$ cat config.mk
export PLATFORM = sky130hd
export DESIGN_NAME = mul_result_accumulator_flat
export DESIGN_NICKNAME = d
export VERILOG_FILES = /design/src/rtl/mul_result_accumulator_if.sv /design/src/rtl/mul_result_accumulator.sv /design/src/flat_wrapper.sv
export SDC_FILE = /design/constraint.sdc
export NUM_CORES = 1
export LEC_CHECK = 0
export BUFFER_PORTS_ARGS = -buffer_cell sky130_fd_sc_hd__buf_2
export CORE_UTILIZATION = 45
export DETAILED_ROUTE_END_ITERATION = 7
export PLACE_DENSITY = 0.65
export SLEW_MARGIN = 10
export SYNTH_ARGS = -nofsm -noshare
export SYNTH_HDL_FRONTEND = slang
export SYNTH_SLANG_ARGS = --single-unit
$ cat constraint.sdc
create_clock -name clk -period 5.19 [get_ports clk]
set_input_delay 1.038 -clock clk [delete_from_list [all_inputs] [get_ports clk]]
set_output_delay 1.038 -clock clk [all_outputs]
set_load 0.03 [all_outputs]
$ cat src/rtl/mul_result_accumulator_if.sv
// Product-in / group-sum-out handshake bundle between the multiplier wrapper,
// the result accumulator and whatever consumes the group sums.
interface mul_result_accumulator_if #(
    parameter int DATA_W = 64,
    parameter int ACC_W  = 66,
    parameter int CNT_W  = 3
);
    logic              in_valid;
    logic              in_ready;
    logic [DATA_W-1:0] in_data;
    logic              in_last;
    logic              out_valid;
    logic              out_ready;
    logic [ACC_W-1:0]  out_data;
    logic [CNT_W-1:0]  out_cnt;

    modport master (
        output in_valid, in_data, in_last, out_ready,
        input  in_ready, out_valid, out_data, out_cnt
    );

    modport slave (
        input  in_valid, in_data, in_last, out_ready,
        output in_ready, out_valid, out_data, out_cnt
    );
endinterface

$ cat src/rtl/mul_result_accumulator.sv
// Sums groups of up to N unsigned products (closed early by in_last) and emits
// each group sum with its product count over a valid/ready output.
module mul_result_accumulator #(
    parameter int DATA_W = 64,
    parameter int N      = 4,
    parameter int ACC_W  = 66,
    parameter int CNT_W  = 3
) (
    input  logic                    clk,
    input  logic                    rst,
    mul_result_accumulator_if.slave bus
);

    if (N < 1) begin : g_n_chk
        $error("N must be at least 1");
    end
    if (ACC_W < DATA_W + $clog2(N)) begin : g_acc_w_chk
        $error("ACC_W too narrow to hold N products without overflow");
    end
    if (N > (2 ** CNT_W) - 1) begin : g_cnt_w_chk
        $error("CNT_W too narrow to hold the value N");
    end

    typedef enum logic [1:0] {INIT, ACC, SEND} state_t;

    function automatic logic [ACC_W-1:0] acc_add(input logic [ACC_W-1:0] a,
                                                 input logic [DATA_W-1:0] b);
        return a + ACC_W'(b);
    endfunction

    state_t             state, state_nxt;
    logic [ACC_W-1:0]   acc_p0, acc_nxt;
    logic [CNT_W-1:0]   cnt_p0, cnt_nxt;
    logic               rdy_p0, rdy_nxt;
    logic [ACC_W-1:0]   res_data_p1, res_data_nxt;
    logic [CNT_W-1:0]   res_cnt_p1, res_cnt_nxt;
    logic               vld_p1, vld_nxt;
    logic [ACC_W-1:0]   sum;
    logic [CNT_W-1:0]   cnt_inc;
    logic               take;

    assign take    = bus.in_valid && rdy_p0;
    assign sum     = acc_add(acc_p0, bus.in_data);
    assign cnt_inc = cnt_p0 + CNT_W'(1);

    always_comb begin
        state_nxt    = state;
        acc_nxt      = acc_p0;
        cnt_nxt      = cnt_p0;
        rdy_nxt      = rdy_p0;
        res_data_nxt = res_data_p1;
        res_cnt_nxt  = res_cnt_p1;
        vld_nxt      = vld_p1;
        case (state)
            INIT: begin
                rdy_nxt   = 1'b1;
                state_nxt = ACC;
            end
            ACC: begin
                if (take) begin
                    if (cnt_inc == CNT_W'(N) || bus.in_last) begin
                        res_data_nxt = sum;
                        res_cnt_nxt  = cnt_inc;
                        vld_nxt      = 1'b1;
                        rdy_nxt      = 1'b0;
                        acc_nxt      = '0;
                        cnt_nxt      = '0;
                        state_nxt    = SEND;
                    end else begin
                        acc_nxt = sum;
                        cnt_nxt = cnt_inc;
                    end
                end
            end
            SEND: begin
                // Input reopens only after the result leaves, so a result
                // handshake and a new product never share a cycle.
                if (bus.out_ready) begin
                    vld_nxt   = 1'b0;
                    rdy_nxt   = 1'b1;
                    state_nxt = ACC;
                end
            end
            default: begin
                state_nxt = INIT;
            end
        endcase
    end

    // p0: accumulator / input side, p1: registered group result
    always_ff @(posedge clk) begin
        if (rst) begin
            state       <= INIT;
            acc_p0      <= '0;
            cnt_p0      <= '0;
            rdy_p0      <= 1'b0;
            res_data_p1 <= '0;
            res_cnt_p1  <= '0;
            vld_p1      <= 1'b0;
        end else begin
            state       <= state_nxt;
            acc_p0      <= acc_nxt;
            cnt_p0      <= cnt_nxt;
            rdy_p0      <= rdy_nxt;
            res_data_p1 <= res_data_nxt;
            res_cnt_p1  <= res_cnt_nxt;
            vld_p1      <= vld_nxt;
        end
    end

    assign bus.in_ready  = rdy_p0;
    assign bus.out_valid = vld_p1;
    assign bus.out_data  = res_data_p1;
    assign bus.out_cnt   = res_cnt_p1;

endmodule

$ cat src/flat_wrapper.sv
// flat-port wrapper written by rule: the top's interface ports become plain ports
module mul_result_accumulator_flat 
#(
    parameter int DATA_W = 64,
    parameter int N      = 4,
    parameter int ACC_W  = 66,
    parameter int CNT_W  = 3
)
  (clk, rst, bus_in_valid, bus_in_data, bus_in_last, bus_out_ready, bus_in_ready, bus_out_valid, bus_out_data, bus_out_cnt);
  mul_result_accumulator_if #(.DATA_W(DATA_W), .ACC_W(ACC_W), .CNT_W(CNT_W)) bus_i ();
  input  logic clk;
  input  logic rst;
  input wire logic [$bits(bus_i.in_valid)-1:0] bus_in_valid;
  input wire logic [$bits(bus_i.in_data)-1:0] bus_in_data;
  input wire logic [$bits(bus_i.in_last)-1:0] bus_in_last;
  input wire logic [$bits(bus_i.out_ready)-1:0] bus_out_ready;
  output wire logic [$bits(bus_i.in_ready)-1:0] bus_in_ready;
  output wire logic [$bits(bus_i.out_valid)-1:0] bus_out_valid;
  output wire logic [$bits(bus_i.out_data)-1:0] bus_out_data;
  output wire logic [$bits(bus_i.out_cnt)-1:0] bus_out_cnt;
  assign bus_i.in_valid = bus_in_valid;
  assign bus_i.in_data = bus_in_data;
  assign bus_i.in_last = bus_in_last;
  assign bus_i.out_ready = bus_out_ready;
  assign bus_in_ready = bus_i.in_ready;
  assign bus_out_valid = bus_i.out_valid;
  assign bus_out_data = bus_i.out_data;
  assign bus_out_cnt = bus_i.out_cnt;
  mul_result_accumulator #(.DATA_W(DATA_W), .N(N), .ACC_W(ACC_W), .CNT_W(CNT_W)) u_core (.clk(clk), .rst(rst), .bus(bus_i));
endmodule
## After elaboration in Yosys (flattened, before gate mapping)

Index checks and enable logic that the tools add are counted.

| storage, ports and cells | value |
|---|---|
| bits in registers | 142 |
| bits in latches | 0 |
| RAM bits | 0 |
| memory bits (read-only) | 0 |
| input bits | 69 |
| word-level logic and storage cells | 39 |
| memories kept | 0 |

| cells by class | value |
|---|---|
| add/subtract/negate cells | 2 |
| multipliers | 0 |
| divide/modulo/power cells | 0 |
| $lt $le $gt $ge | 0 |
| equal/unequal tests | 6 |
| shifts and indexed selects | 0 |
| mux-type cells | 14 |
| bitwise gates (word level) | 0 |
| reduce and logical (&&, ||, !) cells | 10 |

Operators by type and width:

| cell | number |
|---|---|
| $add 66x64->66 | 1 |
| $mux 66 | 1 |
| $reduce_and 4->1 | 2 |
| $mux 1 | 6 |
| $mux 2 | 3 |
| $pmux 2 s3 | 1 |
| $reduce_and 3->1 | 2 |
| $ne 2x1->1 const B | 2 |
| $add 3x1->3 const B | 1 |
| $eq 3x3->1 const B | 1 |
| $mux 3 | 1 |
| $pmux 1 s3 | 1 |
| $reduce_bool 3->1 | 1 |
| $eq 2x1->1 const B | 1 |
| $eq 2x2->1 const B | 1 |
| $logic_not 2->1 | 1 |
| $ne 2x2->1 const B | 1 |
| $pmux 1 s2 | 1 |
| $reduce_and 2->1 | 1 |
| $reduce_bool 2->1 | 1 |
| $logic_and 1x1->1 | 1 |
| $logic_or 1x1->1 | 1 |

## Depth between registers and ports, before layout

| depth | value |
|---|---|
| word-level depth | 6 |
| depth in mapped cells | 12 |
| mapped depth without buffers | 12 |

## Least setup slack after synthesis

OpenSTA, ideal clock, no wires.

| timing | value |
|---|---|
| path kind | input to register |
| from | input bus_in_data[30] |
| to | register u_core.res_data_p1[60] (netlist: u_core.bus.out_data[60]) |
| library setup time | 74 ps |
| data arrival time | 3,861 ps |
| data required time | 5,116 ps |
| setup slack | 1,254 ps |
| stages | 11 |
| path through | ha_1 -> buf_4 -> nand2_1 -> or4_4 -> or3_1 -> or2_0 -> o221a_2 -> a2111oi_4 -> nor2_2 -> or4_1 -> a31oi_1 |

| between the ends | value |
|---|---|
| longest elaborated chain between the ends | 1 |

Ends and longest elaborated chain:

| element | RTL line | text |
|---|---|---|
| start: declaration | flat_wrapper.sv:14 | `input wire logic [$bits(bus_i.in_data)-1:0] bus_in_data;` |
| $add 66x64->66 | mul_result_accumulator.sv:28 | `return a + ACC_W'(b);` |
| end signal: assignment | mul_result_accumulator.sv:105 | `res_data_p1 <= res_data_nxt;` |
| end: declaration | mul_result_accumulator.sv:35 | `logic [ACC_W-1:0] res_data_p1, res_data_nxt;` |

Every way passes these cells.
A chain may end at the register's enable or synchronous reset.

## Final worst setup path

| timing | value |
|---|---|
| from | input bus_in_data[0] |
| to | register u_core.res_data_p1[38] (netlist: u_core.bus.out_data[38]) |

Same word-level chain as after synthesis.

==> results.cfg <==
[outcome]
status = finished, final reports clean

[final_layout]
diodes = 0
num-nets-final = 1469
syn_to_final_growth_pct = 14.77
drive_above_1_share_pct = 15.01

[clocking]
cts_hold_buffers = 0
insertion_delay_ns = 0.43
cts_repair_resize_count = 0
clock-sinks = 142
cts_inserted_buffers = 17
cts_tree = yes
root_buffer = clkbuf_16
clk_pin_slew_worst_paths_ns = 0.06
htree_levels = 4
cts_buffer_depth = 2
cts_setup_buffers = 0

[flow_run]
cap_violations = 0

[worst_setup_path]
path_class = in -> reg
worst_path_max_delay_cell = o311ai_0
cpPeakStageDelay_ns = 1.14
worstPathCellList = buf_2 -> ha_1 -> inv_1 -> fa_1 -> nor2b_1 -> o2111ai_1 -> a21oi_1 -> o311ai_0 -> a21boi_0 -> a21boi_0 -> xnor2_1 -> nand2_1 -> a21oi_1
critPathArrivalTime_ns = 4.60
r2r_slack_ns = 1.34
required_ns = 5.54
cp-start-kind = input pin
setup.worst_path.end_class = flip-flop
crit_fanout = 4

[global_route]
grt_pass1_wl_microns = 46140
track_usage_pct = 26.97
antenna_found_initial = 0
grt_overflow = 0
grt_max_degree = 93
grt_pass1_vias = 8766

[synthesis]
yosysTopAreaCell = dfxtp_1
syn_inst = 1241
yosys_warnings = 0
synth-async-reset-ratio_pct = 0
synth_cell_types = 64
synth-seq-cells = 142
synthTopCellsByArea = dfxtp_1, ha_1, a21oi_1, nand2_1, o21ai_0
synth_top_family_by_area = compound AO/OA/AOI/OAI gates
yosysSeqAreaShare_pct = 30.40
synth_compound_area_share_pct = 27.67
synth_mux_area_share_pct = 0.4282
synth_top_area_share_pct = 30.40
syn_area_per_cell_sq_um = 7.535
synth-edff-count = 0
synthXorXnorAreaFrac_pct = 5.151
synth_common_cells = nand2_1, a21oi_1, dfxtp_1, nor2_1, o21ai_0
synth-simple-area-share_pct = 22.87
postSynthNetCount = 1377
ys.flop_type = dfxtp_1
yosysMostFrequentCell = nand2_1
syn_area_sq_um = 9351
synth-adder-area-share_pct = 9.045

[die]
ioPinCount = 140
coreArea_sq_um = 20300
die_w_microns = 146.2
start_util_pct = 46.07
die_area_sq_um = 21360
fp.dieH_microns = 146.2
rows = 52

[routing]
ant_nets = 0
drt_iter0_markers = 766
vias = 9510
drt-total-wl_microns = 29160
wire_per_inst_microns = 18.04
drc = 0
first_pass_iters = 5
vias_per_cell = 5.885

[sta]
tns_ns = 0
fin_worst_skew_ns = 0.01042
fmax_mhz = 235.3
fin_crit_ns = 4.250
rsz0062_at_grt = no
hold_violations = 0
final-max-slew-violation-count = 0
worst_slack_ns = 0.9404
fin_crit_sh_pct = 81.88
setup_viol_count_final = 0
maxSlewHeadroom_pct = 6.209
tightest_slew_ns = 1.389

[place]
gp_congestion = 0.9471
dp_slack_ns = 0.6690
dp_hpwl_microns = 21540
io_buffers = 139

[power]
p_leak_nw = 4.568
power_density_nw_per_um2 = 250.1
vdd_ir_drop_max_mv = 0.2185

[min_path]
hp-class = reg -> reg
-- cell type report --
cell class | count | area (sq um)
inverter | 24 | 90.09
tap | 270 | 337.8
clock buffer | 21 | 460.4
timing repair buffer | 154 | 810.8
clock inverter | 11 | 85.08
fill | 2073 | 9567
sequential | 142 | 2843
multi-input combinational | 994 | 6106
-- placed cells by master (no fill, tap or decap), drive strengths merged, types with 6 or more instances in the layout --
master and instances:
and3 9, nor3 25, o21bai 12, o21a 13, or4 10, clkinvlp 6, nand4 31, a31oi 13
ha 66, o211ai 8, a22o 14, xnor2 30, nand3 33, o31ai 6, dfxtp 142, xor2 25
or3 10, a211oi 10, nand3b 17, a21o 30, nand2b 6, a22oi 23, a21boi 8, clkbuf 21
inv 26, a21oi 153, buf 154, nand2 186, o21ai 90, nor3b 6, nor2 95
-- power breakdown --
group | internal, mW | total, mW | switching [mW]
sequential | 1.11 | 1.12 | 0.0126
clock | 0.640 | 1.17 | 0.531
combinational | 0.131 | 0.389 | 0.258
-- critical path, delay by kind of cell --
| family | cells | cell delay [ns] |
|---|---|---|
| AND/OR/NAND/NOR | 2 | 0.16 |
| XOR/XNOR | 1 | 0.21 |
| adder cells (fa/ha/maj) | 2 | 0.39 |
| buffers and inverters | 2 | 0.17 |
| AO/OA/AOI/OAI | 6 | 2.64 |
-- through the flow --
step,total power [mW],instance area [sq um],cells,hold WS [ns],utilization [%]
6_report,2.685,10730,1616,0.4497,52.87
5_1_grt,2.773,10730,1616,0.4666,52.87
2_1_floorplan,1.414,9351,1241,0.4291,-
3_5_place_dp,1.531,10190,1584,0.4432,50.18
3_3_place_gp,1.531,10190,1584,0.4382,50.18
4_1_cts,2.690,10730,1616,0.4521,52.87
-- per-layer routing --
metal / wire, microns / vias up / GRT usage [%]
met3: 1614 / 49 / 4.094
li1: - / 4681 / -
met4: 651 / 0 / 8.490
met2: 13170 / 319 / 43.07
met1: 13720 / 4461 / 37.24
met5: 0 / - / 0
-- final timing paths --
check,from,endpoint,depth (start not counted)
setup reg to reg,u_core.acc_p0[0],u_core.bus.out_data[38],12
setup / recovery,bus_in_data[0],u_core.bus.out_data[38],13
hold / removal,u_core.bus.out_data[6],u_core.bus.out_data[6],2
hold reg to reg,u_core.bus.out_data[6],u_core.bus.out_data[6],2
-- registers in the layout, indices dropped and copies added, names as in the netlist --
signal,count
u_core.acc_p0,66
u_core.bus.out_data,66
u_core.bus.out_cnt,3
u_core.cnt_p0,3
u_core.state,2
u_core.bus.in_ready,1
u_core.bus.out_valid,1
-- cell families (layout without fill, tap and decap cells) --
family | count (synthesis) | in the layout
buffers and inverters | 105 | 210
adder cells (fa/ha/maj) | 67 | 67
flip-flops | 142 | 142
AND/OR/NAND/NOR | 453 | 453
XOR/XNOR | 55 | 55
multiplexers | 4 | 4
AO/OA/AOI/OAI | 415 | 415
No activity file was read; power rests on OpenSTA's default activity.
